--- config.mk ---
export PLATFORM = sky130hd
export DESIGN_NAME = lfsr_keystream
export DESIGN_NICKNAME = d
export VERILOG_FILES = /design/src/rtl/lfsr_pkg.sv /design/src/rtl/lfsr_step_n.sv /design/src/rtl/lfsr_keystream.sv
export SDC_FILE = /design/constraint.sdc
export NUM_CORES = 1
export LEC_CHECK = 0
export CAP_MARGIN = 20
export CORE_AREA = 10 10 86 88
export CTS_CLUSTER_SIZE = 40
export DETAILED_ROUTE_END_ITERATION = 10
export DIE_AREA = 0 0 96 98
export GPL_TIMING_DRIVEN = 0
export PLACE_DENSITY = 0.82
export SLEW_MARGIN = 20
export SYNTH_ARGS = -nofsm -noshare
export SYNTH_HDL_FRONTEND = slang
export SYNTH_SLANG_ARGS = --single-unit
--- constraint.sdc ---
create_clock -name clk -period 3.3 [get_ports clk]
set_input_delay 0.33 -clock clk [delete_from_list [all_inputs] [get_ports clk]]
set_output_delay 0.33 -clock clk [all_outputs]
set_load 0.03 [all_outputs]
--- src/rtl/lfsr_pkg.sv ---
// Purpose: shared types, default tap mask and single-step LFSR function for the keystream block.
// Latency: n/a (types and a pure combinational function).
// Backpressure: n/a.
package lfsr_pkg;

    typedef enum logic {
        ST_IDLE = 1'b0,
        ST_RUN  = 1'b1
    } state_t;

    // Widest state the step function handles; states are right-aligned in this width.
    localparam int MAX_W = 64;

    // Taps {26,8,7,1}; mask bit t (numbered 1..26) selects q[t].
    localparam logic [26:1] DEFAULT_TAPS = 26'h20000C1;

    typedef struct packed {
        logic [MAX_W-1:0] q_next;
        logic             out_bit;
    } step_t;

    // One Fibonacci step. The state is right-aligned: st[width-k] holds q[k],
    // so q[width] (the output bit) sits at st[0] and q[1] at st[width-1].
    // The tap mask is right-aligned too: taps[t-1] selects q[t].
    function automatic step_t lfsr_step(input logic [MAX_W-1:0] st,
                                        input logic [MAX_W-1:0] taps,
                                        input int               width);
        step_t r;
        logic  fb;
        fb = 1'b0;
        for (int t = 1; t <= MAX_W; t++) begin
            if (t <= width && taps[t-1]) begin
                fb = fb ^ st[width-t];
            end
        end
        r.out_bit          = st[0];
        r.q_next           = st >> 1;
        r.q_next[width-1]  = fb;
        return r;
    endfunction

endpackage

--- src/rtl/lfsr_step_n.sv ---
// Purpose: advance an LFSR state by OUT_W steps and collect the OUT_W output bits.
// Latency: purely combinational.
// Backpressure: none; the caller decides whether to register q_out.
// Ports: q_in (state [1:WIDTH]), q_out (state after OUT_W steps), word (bit i = output of step i+1).
module lfsr_step_n
    import lfsr_pkg::*;
#(
    parameter int                WIDTH = 26,
    parameter logic [WIDTH:1]    TAPS  = DEFAULT_TAPS,
    parameter int                OUT_W = 8
) (
    input  logic [1:WIDTH]   q_in,
    output logic [1:WIDTH]   q_out,
    output logic [OUT_W-1:0] word
);

    logic [MAX_W-1:0] st;
    step_t            stp;

    always_comb begin
        st   = MAX_W'(q_in);
        stp  = '0;
        word = '0;
        for (int i = 0; i < OUT_W; i++) begin
            stp     = lfsr_step(st, MAX_W'(TAPS), WIDTH);
            word[i] = stp.out_bit;
            st      = stp.q_next;
        end
        q_out = st[WIDTH-1:0];
    end

endmodule

--- src/rtl/lfsr_keystream.sv ---
// Purpose: seeded Fibonacci LFSR keystream generator emitting OUT_W-bit beats, finite or free-running.
// Latency: out_data is combinational from q; a beat is offered the cycle after start.
// Backpressure: valid/ready; while out_valid && !out_ready both out_data and q hold.
// Ports: load/din seed the state in IDLE; start/len begin a run (len 0 = free-run); stop aborts;
//        out_data/out_valid/out_ready carry beats; q exposes the state; done/seed_err are 1-cycle pulses.
module lfsr_keystream
    import lfsr_pkg::*;
#(
    parameter int             WIDTH = 26,
    parameter logic [WIDTH:1] TAPS  = DEFAULT_TAPS,
    parameter int             OUT_W = 8,
    parameter int             LEN_W = 16
) (
    input  logic             clk,
    input  logic             rst_n,
    input  logic             load,
    input  logic [1:WIDTH]   din,
    input  logic             start,
    input  logic [LEN_W-1:0] len,
    input  logic             stop,
    output logic [OUT_W-1:0] out_data,
    output logic             out_valid,
    input  logic             out_ready,
    output logic [1:WIDTH]   q,
    output logic             done,
    output logic             seed_err
);

    state_t           state, state_nx;
    logic [LEN_W-1:0] cnt, cnt_nx;
    logic [1:WIDTH]   q_nx;
    logic [1:WIDTH]   q_adv;
    logic             accept;

    lfsr_step_n #(
        .WIDTH (WIDTH),
        .TAPS  (TAPS),
        .OUT_W (OUT_W)
    ) u_step (
        .q_in  (q),
        .q_out (q_adv),
        .word  (out_data)
    );

    // An all-zero state is a lock-up; never offer it as keystream.
    assign out_valid = (state == ST_RUN) && (q != '0);
    assign accept    = out_valid && out_ready;

    always_comb begin
        state_nx = state;
        q_nx     = q;
        cnt_nx   = cnt;
        done     = 1'b0;
        seed_err = 1'b0;
        if (rst_n) begin
            case (state)
                ST_IDLE: begin
                    if (load) begin
                        if (din != '0) q_nx = din;
                        else           seed_err = 1'b1;
                    end
                    if (start) begin
                        state_nx = ST_RUN;
                        cnt_nx   = len;
                    end
                end
                ST_RUN: begin
                    if (load) seed_err = 1'b1;
                    if (accept) begin
                        q_nx = q_adv;
                        // cnt == 0 marks free-run: no countdown, no done.
                        if (cnt != '0) begin
                            cnt_nx = cnt - 1'b1;
                            if (cnt == LEN_W'(1)) begin
                                done     = 1'b1;
                                state_nx = ST_IDLE;
                            end
                        end
                    end
                    // A beat accepted alongside stop still advances q above.
                    if (stop) state_nx = ST_IDLE;
                end
                default: state_nx = ST_IDLE;
            endcase
        end
    end

    always_ff @(posedge clk) begin
        if (!rst_n) begin
            state <= ST_IDLE;
            q     <= '0;
            cnt   <= '0;
        end else begin
            state <= state_nx;
            q     <= q_nx;
            cnt   <= cnt_nx;
        end
    end

endmodule

==> summary.md, run 1 <==
| Metric | Value |
|---|---|
| Outcome | completed |
| Root Driver | clkbuf_8 |
| Total GRT Usage | 19.3% |
| Pwr/cell area | 478 nW/um2 |
| CTS clk-pin slew, worst paths | 0.08 ns |
| Startpoint class of the critical path | register |
| Register share of total power | 36.1% |
| ANT cells | 0 |
| Hold_buf cts | 0 |
| First DRT Iteration DRCs | 260 |
| Setup bufs post-CTS | 0 |
| Leakage | 1.38 nW |
| Crit path from | q[21] |
| Setup violations, final | 0 |
| Final Max Tran Viols | 0 |
| CTS H-tree lvls | 2 |
| Tcrit/Tclk final | 96.1% |
| CTS tree | yes |
| Met3 Track Usage GR | 3.83% |
| Slew @ Worst Pin | 0.809 ns |
| NetSw | 0.680 mW |
| Overall power | 1.80 mW |
| Synthesized area per cell | 8.31 um2 |
| Post-CTS Resized | 0 |
| Minimum clock period | 3.17 ns |
| Clock Tree Buf Depth | 2 |
| Critical path class | register to output pin |
| Combinational Power Share | 42.7% |
| Fmax | 315 MHz |
| Number of synthesized flops with an enable pin | 0 |
| Clk sinks | 43 |
| Max Cap Viol | 0 |
| Slew headroom | 46.1% |
| Number of nets with antenna violations after routing | 0 |
| Vias in the first global route | 2876 |
| GRT Max-Usage Layer | met2 |
| Gr ovfl total | 0 |
| Std-Cell Core Area | 5750 um2 |
| Internal power | 1.12 mW |
| Synth cell types | 61 |
| Vias per std cell | 5.96 |
| CP required | 2.97 ns |
| Pin count of the biggest net entering global routing | 13 |
| Drc violations | 0 |
| Nets | 471 |
| Clk_skew | 0.00680 ns |
| Setup tns final | 0 ns |
| Hold Vio Cnt, Final | 0 |
| Met2 usage | 31.5% |
| RSZ-0062 raised after global routing | no |
| Total CTS buffers | 5 |
| Switch share | 37.7% |
| Die area | 9410 um2 |
| First-pass iteration count of the detailed router | 5 |
| Clock network power share | 21.2% |
| Mapped Cells | 330 |
| Synthesized flop and latch total | 43 |
| Hold Crit Class | register to register |
| Seq/Total Area, Yosys | 31.4% |
| Clock Latency Late Sink | 0.30 ns |
| Wirelength, routed | 9290 um |
| I/O pin cnt | 85 |
| Yosys warns | 0 |
| Post-synthesis cell area | 2740 um2 |
| CP arrival | 2.84 ns |
| Yosys top cell area share | 31.4% |
| Routing usage on met1 | 24.3% |
| IO Port Bufs | 84 |
| Yosys top cell by area | dfxtp_1 |
| First-pass GRT wire length | 14800 um |
| Die width | 96 um |
| Std cell rows | 28 |
| DIE HEIGHT | 98 um |
| Hold_ws | 0.495 ns |
| Worst Hold Launch | cnt[13] |
| Via count | 2960 |
| Synthesis-to-layout area growth | 37.7% |
| Worst VDD drop | 0.234 mV |
| Synth cell count leaders | 43 x dfxtp_1, 43 x nor2_1, 26 x nand2_1 |
| Initial Util | 47.7% |
| Crit path capture type | output pin |
| Async SR Flop Fraction | 0% |
| Syn nets | 380 |
| Synth Flop Type | dfxtp_1 |
| Initial antenna violation count | 0 |
| Fraction of layout cells with a size suffix above 1 | 8.29% |
| Max FO, Critical Path | 10 |
| R2r startpoint | q[21] |
| Ranking of synthesized cells by area | dfxtp_1 31%, mux2i_1 8.8%, nor2_1 5.9% |
| Post-DP HPWL | 7200 um |
| DR WL/cell | 18.7 um |
| Placer's final routability congestion estimate | 0.952 |
==> path summary, 6_finish.rpt <==
path,cells after the start,slack (ns),end
worst max-delay path,8,0.13,done
worst min-delay path,2,0.50,cnt[13]
worst max register to register,7,0.94,cnt[1]
worst min register to register,2,0.50,cnt[13]
==> cell families after synthesis <==
family          Yosys count  synth area share (%)
simple gates            120                  21.7
compound gates           90                  22.9
flops                    43                  31.4
buf+inv                  32                  5.84
mux                      24                  8.76
xor+xnor                 19                  8.49
fa+ha+maj                 2                 0.913
==> cell type report <==
type	count	area [um2]
multi-input cells	255	1720
clock buffers	8	100
repair buffers	84	841
inverters	5	18.8
well taps	75	93.8
flip-flops and latches	43	861
fillers	507	1970
plain buffers	27	141
==> through the flow <==
step / setup WS, ns / utilization, % / std cells / area [um2]
global route: 0.00755 / 65.7 / 497 / 3780
finish: 0.128 / 65.7 / 497 / 3780
detailed placement: 0.536 / 64.0 / 489 / 3680
CTS: 0.179 / 65.7 / 497 / 3780
global placement: 0.546 / 64.0 / 489 / 3680
floorplan: 1.15 / - / 330 / 2740
==> worst max-delay path, cell delays in order, from the launching register on <==
cell and delay (ns):
dfxtp_1 0.42, nor4_1 0.33, nand3_1 0.13, nor2_1 0.17
clkbuf_1 0.48, nor2_2 0.18, nand3_1 0.14, nor2_1 0.04
clkdlybuf4s50_1 0.62
==> placed cells by master, fill, tap and decap left out, types with 7 or more instances in the layout <==
| cell | synthesis | routed |
|---|---|---|
| a21oi_1 | 21 | 21 |
| nand2_1 | 26 | 26 |
| mux2i_1 | 24 | 24 |
| clkbuf_1 | 13 | 14 |
| o21ai_1 | 10 | 10 |
| clkdlybuf4s50_1 | 0 | 84 |
| nor4_1 | 14 | 14 |
| nor3_1 | 8 | 8 |
| xnor2_1 | 9 | 9 |
| clkbuf_8 | 0 | 7 |
| nand3_1 | 9 | 9 |
| buf_4 | 8 | 8 |
| nor2_1 | 43 | 43 |
| a211oi_1 | 20 | 20 |
| dfxtp_1 | 43 | 43 |
==> power groups by stage <==
stage | combinational, mW | sequential (mW) | clock (mW)
6_report | 0.770 | 0.651 | 0.383
5_1_grt | 0.823 | 0.659 | 0.412
4_1_cts | 0.763 | 0.649 | 0.387
3_5_place_dp | 0.759 | 0.661 | 0
3_3_place_gp | 0.749 | 0.658 | 0
2_1_floorplan | 0.454 | 0.706 | 0
==> metal layers <==
metal,share of wire [%],routed length [um]
met3,8.2,765
met2,48,4460
met4,1.6,144
met5,0,0
met1,42,3920
==> flip-flops by register name, summed over array words and instances (netlist names) <==
signal	count
q	26
cnt	16
state	1
(Power assumes the default switching activity.)
==> run 2: changes to the inputs <==
--- a/config.mk
+++ b/config.mk
@@ -7,8 +7,8 @@
 export LEC_CHECK = 0
 export CAP_MARGIN = 20
-export CORE_AREA = 10 10 86 88
+export CORE_AREA = 10 10 64 118
 export CTS_CLUSTER_SIZE = 40
 export DETAILED_ROUTE_END_ITERATION = 10
-export DIE_AREA = 0 0 96 98
+export DIE_AREA = 0 0 74 128
 export GPL_TIMING_DRIVEN = 0
 export PLACE_DENSITY = 0.82
==> constraint.sdc (replaced) <==
create_clock -name clk -period 3.3 [get_ports clk]
set_input_delay 0.825 -clock clk [delete_from_list [all_inputs] [get_ports clk]]
set_output_delay 0.825 -clock clk [all_outputs]
set_load 0.03 [all_outputs]
==> run 2 against run 1 <==
Net effect:
- sequential power increased by 0.9%
- maximum frequency decreased by 1.9%
- register-to-register slack improved by 0.06 ns
- power increased by 8.9%
- non-clock buffer count increased by 2
- clock-buffer cell count unchanged
- combinational power increased by 1%
- critical endpoint is now seed_err
==> summary.md, run 2 (same netlist as run 1, synthesis figures left out) <==
| Metric | Value |
|---|---|
| Placer's final routability congestion estimate | 1.03 (was 0.952) |
| Die area | 9470 um2 (was 9410 um2) |
| Number of nets with antenna violations after routing | 0 (unchanged) |
| Hold_ws | 0.488 ns (was 0.495 ns) |
| ANT cells | 0 (unchanged) |
| Via count | 3020 (was 2960) |
| Internal power | 1.26 mW (was 1.12 mW) |
| Clk sinks | 43 (unchanged) |
| First DRT Iteration DRCs | 250 (was 260) |
| IO Port Bufs | 84 (unchanged) |
| Switch share | 35.9% (was 37.7%) |
| Crit path capture type | output pin (unchanged) |
| # fillers | 477 (was 507) |
| Commonest non-fill, non-tap cell in the layout | clkdlybuf4s50_1 (unchanged) |
| Final Max Tran Viols | 0 (unchanged) |
| Outcome | completed (unchanged) |
| Setup ws final | 0.0661 ns (was 0.128 ns) |
| Slew headroom | 38.8% (was 46.1%) |
| Nets | 473 (was 471) |
| NetSw | 0.706 mW (was 0.680 mW) |
| Std-Cell Core Area | 5710 um2 (was 5750 um2) |
| Pin count of the biggest net entering global routing | 13 (unchanged) |
| Die width | 74 um (was 96 um) |
| Combinational Power Share | 39.8% (was 42.7%) |
| Pre-CTS setup slack | -0.489 ns (was 0.536 ns) |
| Overall power | 1.96 mW (was 1.80 mW) |
| Reg area | 861 um2 (unchanged) |
| Synthesis-to-layout area growth | 40.4% (was 37.7%) |
| Hold Vio Cnt, Final | 0 (unchanged) |
| First-pass GRT wire length | 15700 um (was 14800 um) |
| Initial Util | 48.0% (was 47.7%) |
| First-pass iteration count of the detailed router | 4 (was 5) |
| Total CTS buffers | 5 (unchanged) |
| Std cell rows | 39 (was 28) |
| Final Util | 67.4% (was 65.7%) |
| Placed Area | 3660 um2 (was 3680 um2) |
| CP required | 2.47 ns (was 2.97 ns) |
| Clk_skew | 0.00366 ns (was 0.00680 ns) |
| CTS H-tree lvls | 2 (unchanged) |
| Clock Tree Buf Depth | 2 (unchanged) |
| Commonest non-fill, non-tap cells in the layout | 81 x clkdlybuf4s50_1, 43 x nor2_1, 43 x dfxtp_1, 26 x nand2_1, 24 x mux2i_1 (was 84 x clkdlybuf4s50_1, 43 x nor2_1, 43 x dfxtp_1, 26 x nand2_1, 24 x mux2i_1) |
| I/O pin cnt | 85 (unchanged) |
| Final Cell Area | 3850 um2 (was 3780 um2) |
| Register bank with the most flops | q (unchanged) |
| Vias in the first global route | 3107 (was 2876) |
| Post-DP HPWL | 7840 um (was 7200 um) |
| CP arrival | 2.41 ns (was 2.84 ns) |
| Highest Signal Layer | met4 (unchanged) |
| Critical path class | input port to output pin (was register to output pin) |
| Clock Latency Late Sink | 0.29 ns (was 0.30 ns) |
| Flop2flop setup slack | 1.00 ns (was 0.94 ns) |
| Drc violations | 0 (unchanged) |
| Worst VDD drop | 0.533 mV (was 0.234 mV) |
| Initial antenna violation count | 0 (unchanged) |
| Clock network power share | 26.8% (was 21.2%) |
| Tcrit/Tclk final | 98.0% (was 96.1%) |
| Startpoint class of the critical path | input port (was register) |
| Largest register FFs | 26 (unchanged) |
| DR WL/cell | 20.8 um (was 18.7 um) |
| Routed length on met2 | 5280 um (was 4460 um) |
| Setup violations, final | 0 (unchanged) |
| Gr ovfl total | 0 (unchanged) |
| Vias per std cell | 6.23 (was 5.96) |
| Root Driver | clkbuf_16 (was clkbuf_8) |
| Leakage | 1.44 nW (was 1.38 nW) |
| DR WL met3 | 885 um (was 765 um) |
| Wirelength, routed | 10100 um (was 9290 um) |
| Max Cap Viol | 0 (unchanged) |
| Hold Crit Class | register to register (unchanged) |
| Metal-1 WL | 3290 um (was 3920 um) |
| Fmax | 309 MHz (was 315 MHz) |
| Minimum clock period | 3.23 ns (was 3.17 ns) |
| RSZ-0062 raised after global routing | no (unchanged) |
| CTS clk-pin slew, worst paths | 0.06 ns (was 0.08 ns) |
| Multi-input gate area | 1740 um2 (was 1720 um2) |
| Pwr/cell area | 510 nW/um2 (was 478 nW/um2) |
| Slew @ Worst Pin | 0.909 ns (was 0.809 ns) |
| Total GRT Usage | 21.0% (was 19.3%) |
| Largest regs | q: 26 flops, cnt: 16 flops, state: 1 flops (unchanged) |
| Hold_buf cts | 0 (unchanged) |
| Max FO, Critical Path | 2 (was 10) |
| DIE HEIGHT | 128 um (was 98 um) |
| CTS tree | yes (unchanged) |
| Fraction of layout cells with a size suffix above 1 | 9.91% (was 8.29%) |
| Register share of total power | 33.4% (was 36.1%) |
==> run 2: cell types whose count changed in the layout (fill, tap and decap cells not counted), sizes merged <==
cell / change
buf: +3
clkdlybuf4s18: +1
clkdlybuf4s50: -3
dlymetal6s2s: +1
==> run 2: path summary, 6_finish.rpt <==
kind / from / endpoint / cells past startpoint
worst min-delay path: cnt[13] / cnt[13] / 2
worst max register to register: cnt[0] / cnt[4] / 7
worst max-delay path: din[1] / seed_err / 6
worst min register to register: cnt[13] / cnt[13] / 2
==> run 2: final cells by class <==
cell class | instances | share of cell area, %
plain buffers | 27 | 3.74
clock buffers | 8 | 4.06
inverters | 5 | 0.487
multi-input cells | 255 | 45.2
flip-flops and latches | 43 | 22.4
well taps | 61 | 1.98
repair buffers | 86 | 22.2
==> run 2: timing repair <==
| item | in CTS | in global routing |
|---|---|---|
| buffers inserted | 0 | 2 |
| pin swaps | 1 | 1 |
| gates resized for setup | 12 | 3 |
| endpoints found under the setup margin | 3 | 3 |
==> run 2: worst max-delay path, cell delays in order <==
cell and delay, ns:
clkdlybuf4s50_1 0.48, nor4_4 0.37, nand4_1 0.19, o21ai_0 0.17
and3_1 0.18, buf_2 0.20
==> run 2: stage by stage <==
step / instances / TNS (ns)
6_report: 485 / 0
5_1_grt: 485 / 0
4_1_cts: 483 / 0
3_5_place_dp: 475 / -0.889
3_3_place_gp: 475 / -0.905
2_1_floorplan: 330 / 0
==> run 2: per-layer routing <==
metal / track usage, % / up-vias
met3: 4.88 / 45
met5: 0 / -
met4: 15.4 / 0
met1: 19.0 / 1399
met2: 38.0 / 173
li1: - / 1403
==> run 2: power groups by stage <==
| stage | sequential, mW | combinational [mW] | clock (mW) |
|---|---|---|---|
| floorplan | 0.706 | 0.454 | 0 |
| global placement | 0.661 | 0.752 | 0 |
| detailed placement | 0.664 | 0.766 | 0 |
| CTS | 0.653 | 0.773 | 0.530 |
| global route | 0.664 | 0.837 | 0.551 |
| finish | 0.657 | 0.781 | 0.526 |
==> variant 1, RTL diff (flow settings as in run 1) <==
Make the reset (`rst_n`) asynchronous in one clocked block.
--- a/src/rtl/lfsr_keystream.sv
+++ b/src/rtl/lfsr_keystream.sv
@@ -87,3 +87,3 @@
 
-    always_ff @(posedge clk) begin
+    always_ff @(posedge clk or negedge rst_n) begin
         if (!rst_n) begin
Behaviour: differs if rst_n is asserted again (counterexample within 4 cycles, from zero or initial values and one cycle with rst_n low); with rst_n held inactive, the same outputs for 10 cycles.
==> variant 1 against run 1 <==
Sequential cell count unchanged. Via count down 4.8%. Cell area up 5.2%. Wire length down 0.79%. Worst setup slack worse by 18 ps. Global-route usage up 0.33 points. Critical path type unchanged. Area after synthesis up 4.2%.
Power is not compared: it rests on default switching activity, and its combinational part moved more than twofold at a synthesized area within 25%.
==> variant 1: results (changes against run 1) <==
| Metric | Value |
|---|---|
| Crit path DAT | `2860 ps (was 2840 ps)` |
| Largest net degree at the start of global routing | `27 (was 13)` |
| Most frequent cells after synthesis | `dfrtp_1, nor2_1, a21oi_1, mux2i_1, nor4_1 (was dfxtp_1, nor2_1, nand2_1, mux2i_1, a21oi_1)` |
| Register area share after synthesis | `0.377 (was 0.314)` |
| Net Count, Synth | `368 (was 380)` |
| Worst reg2reg startpoint | `cnt[0] (was q[21])` |
| Share of post-route cells with drive strength above 1 | `0.0918 (was 0.0829)` |
| Synth area leaders | `dfrtp_1, mux2i_1, nor2_1, a21oi_1, xnor2_1 (was dfxtp_1, mux2i_1, nor2_1, a211oi_1, a21oi_1)` |
| Status | `complete, no violations (unchanged)` |
| Min-delay worst type | `in2async (was reg2reg)` |
| Fillers | `475 (was 507)` |
| Routed WL | `9220 um (was 9290 um)` |
| Critical R2R Capture | `cnt[2] (was cnt[1])` |
| First-pass GRT wire length | `15000 um (was 14800 um)` |
| Relative slew slack | `0.460 (was 0.461)` |
| Via count | `2818 (was 2960)` |
| Reg2reg setup slack | `760 ps (was 940 ps)` |
| Final nets | `463 (was 471)` |
| Initial drt markers | `123 (was 260)` |
| Yosys cell types | `52 (was 61)` |
| Gpl congestion | `0.927 (was 0.952)` |
| Reg2reg path depth | `9 (was 7)` |
| Detailed Routing Iterations Pass 1 | `6 (was 5)` |
| CP Max Fanout | `8 (was 10)` |
| Total GRT Usage | `0.196 (was 0.193)` |
## variant 1: cell types whose count changed after synthesis, moves of 5 or more
cell,run 1,this run
nand2b_1,0,5
a211oi_1,20,4
a21oi_1,21,27
nand2_1,26,13
dfxtp_1,43,0
dfrtp_1,0,43
o21a_1,5,0
xnor2_1,9,14
## variant 1: layout make-up
class	count	area (um^2)	share of cell area
Multi-Input combinational cell	243	1630	0.411
Sequential cell	43	1080	0.271
Timing Repair Buffer	88	881	0.222
Buffer	26	131	0.0331
Tap cell	75	93.8	0.0236
Clock buffer	5	68.8	0.0173
Clock inverter	3	67.6	0.0170
Inverter	6	22.5	0.00567
## variant 1: stage by stage
stage | area, um^2 | instances | setup slack (ps) | hold WS [ps]
2_1_floorplan | 2860 | 318 | 628 | 34.4
3_3_place_gp | 3790 | 477 | -1350 | 533
3_5_place_dp | 3810 | 478 | 203 | 305
4_1_cts | 3950 | 487 | 66.2 | 16.0
5_1_grt | 3970 | 489 | 46.4 | 21.6
6_report | 3970 | 489 | 110 | 21.7
## variant 1: layer usage
layer,track usage,share of wire,up-vias
met5,0,0,-
met4,0.0704,0.020,0
met3,0.0781,0.098,14
met2,0.314,0.48,124
met1,0.229,0.40,1337
li1,-,-,1343
## variant 1: logic make-up (layout without fill, tap and decap cells)
group	count (synthesis)	in the layout	synth area share
simple gates	116	116	0.210
compound gates	75	75	0.169
flops	43	43	0.377
buf+inv	32	128	0.0539
mux	27	27	0.0963
xor+xnor	23	23	0.0858
fa+ha+maj	2	2	0.00876
## variant 1: worst max path at each step
stage | start | endpoint | depth (start not counted)
after floorplan | cnt[11] | done | 3
after global placement | rst_n | done | 5
after detailed placement | rst_n | done | 5
after global routing | cnt[10] | done | 5
final | cnt[10] | done | 5
after CTS | q[5] | done | 5
## variant 1: power groups by stage
stage | Combinational, mW | Clock, mW | Sequential, mW
2_1_floorplan | 1.74 | 0 | 1.26
3_3_place_gp | 2.67 | 0 | 1.06
3_5_place_dp | 2.70 | 0 | 1.06
4_1_cts | 2.72 | 0.506 | 1.06
5_1_grt | 2.92 | 0.530 | 1.10
6_report | 2.72 | 0.500 | 1.07
## variant 1: worst max-delay path, cell delays in order (launching register included)
cell and delay [ps]:
dfrtp_1 380, clkbuf_1 180, or4_4 470, or3_4 370
nor4_1 410, clkdlybuf4s50_1 760
## variant 1: repair_timing
action | CTS | global route
endpoints found under the setup margin | 0 | 1
setup buffers | 0 | 2
gates resized for setup | 0 | 1
hold buffers | 1 | 0
hold endpoints to repair | 17 | 0
==> variant 2, RTL diff (settings of run 1) <==
Made on the original files. The parameter `LEN_W` goes from 16 to 32.
--- a/src/rtl/lfsr_keystream.sv
+++ b/src/rtl/lfsr_keystream.sv
@@ -11,3 +11,3 @@
     parameter int             OUT_W = 8,
-    parameter int             LEN_W = 16
+    parameter int             LEN_W = 32
 ) (
Ports: changed (resized len); port bits go from 85 to 101. The function was not compared with the original's and may differ.
==> variant 2 against run 1 <==
Register-to-register slack got worse by 400 ps. Sequential cell count increased by 16. Global-route usage increased by 11 points. Die area unchanged. Area after synthesis increased by 38%. Cell area increased by 36%. Sequential power increased by 36%. Wire length increased by 56%. Worst setup slack got worse by 69 ps. Power increased by 48%.
==> variant 2: results (changes against run 1) <==
| Metric | Value |
|---|---|
| CTS Buf Count | `9 (was 5)` |
| Largest stage delay on the critical path | `600 ps (was 620 ps)` |
| Wire length on met3 | `1980 um (was 765 um)` |
| Share of post-route cells with drive strength above 1 | `0.0706 (was 0.0829)` |
| Detailed Routing Iterations Pass 1 | `6 (was 5)` |
| First-pass GRT wire length | `22600 um (was 14800 um)` |
| Initial drt markers | `472 (was 260)` |
| WHS Path Cells | `3 (was 2)` |
| Switching part of the total | `0.357 (was 0.377)` |
| Worst skew pair latency | `350 ps (was 300 ps)` |
| Met1 wire length | `5130 um (was 3920 um)` |
| Synth area leaders | `dfxtp_1, mux2i_1, o211a_1, a21boi_1, nand2_1 (was dfxtp_1, mux2i_1, nor2_1, a211oi_1, a21oi_1)` |
| Crit path DAT | `2910 ps (was 2840 ps)` |
| Regs by FF count | `cnt x32, q x26, state x1 (was q x26, cnt x16, state x1)` |
| Met2 usage | `0.476 (was 0.315)` |
| Flop+latch power | `886 uW (was 651 uW)` |
| Met2 routed WL | `6610 um (was 4460 um)` |
| Clock Skews | `9.31 ps (was 6.80 ps)` |
| Gpl congestion | `1.03 (was 0.952)` |
| Status | `complete, no violations (unchanged)` |
| Final nets | `642 (was 471)` |
| Total GRT Usage | `0.302 (was 0.193)` |
| Vias per inst | `6.82 (was 5.96)` |
| Grt met1 use | `0.340 (was 0.243)` |
| Worst IR Drop VDD | `0.000354 V (was 0.000234 V)` |
| Net Count, Synth | `532 (was 380)` |
| Routed WL | `14500 um (was 9290 um)` |
| H-tree depth | `3 (was 2)` |
| Register area share after synthesis | `0.312 (was 0.314)` |
| Yosys cell types | `51 (was 61)` |
| Number of global-route vias before repair | `4551 (was 2876)` |
| P_clk | `833 uW (was 383 uW)` |
| Cell Area, Placed | `0.00487 mm^2 (was 0.00368 mm^2)` |
| Largest net degree at the start of global routing | `11 (was 13)` |
| Dpl hpwl | `10100 um (was 7200 um)` |
| Relative slew slack | `0.464 (was 0.461)` |
| Met3 Use GR | `0.106 (was 0.0383)` |
## variant 2: cell count changes after synthesis, sizes merged, moves of 5 or more
cell | before | now
a21boi | 2 | 27
o21ai | 13 | 35
a211oi | 21 | 0
nand2 | 26 | 46
o211a | 0 | 20
dfxtp | 43 | 59
clkbuf | 13 | 26
nor2b | 1 | 13
nor3 | 9 | 19
nor2 | 45 | 36
o21a | 6 | 14
nor4 | 14 | 21
and3 | 2 | 7
## variant 2: area by class of cell
cell class	instances	area, um^2
fillers	278	618
clock buffers	11	141
repair buffers	99	993
clock inverters	5	100
well taps	75	93.8
multi-input cells	361	2400
inverters	4	15.0
plain buffers	42	204
flip-flops and latches	59	1180
## variant 2: kinds of logic (layout without fill, tap and decap cells)
kind of cell | after synthesis | after routing | share of synthesized area
and+or+nand+nor | 171 | 171 | 0.232
AOI/OAI and AO/OA | 146 | 146 | 0.276
DFF | 59 | 59 | 0.312
buffers and inverters | 46 | 161 | 0.0575
muxes | 26 | 26 | 0.0691
xor gates and xnor gates | 16 | 16 | 0.0466
adders and majority gates | 2 | 2 | 0.00661
## variant 2: worst paths after layout
check	startpoint	end	slack (ps)
worst max-delay path	state	seed_err	60
worst min register to register	cnt[19]	cnt[19]	500
worst min-delay path	rst_n	q[2]	500
worst max register to register	q[2]	q[9]	540
## variant 2: stage by stage
step	power, mW	hold slack, ps	util	instances	worst slack (ps)
3_5_place_dp	1.79	487	0.847	640	319
2_1_floorplan	1.46	449	-	466	924
6_report	2.67	503	0.892	656	59.6
3_3_place_gp	1.76	465	0.847	640	352
5_1_grt	2.74	524	0.892	656	42.7
4_1_cts	2.62	492	0.890	656	25.0
## variant 2: what timing repair did
action | in CTS | in global routing
setup buffers | 0 | 0
pin swaps | 0 | 0
gates resized for setup | 2 | 2
setup endpoints to repair | 2 | 1
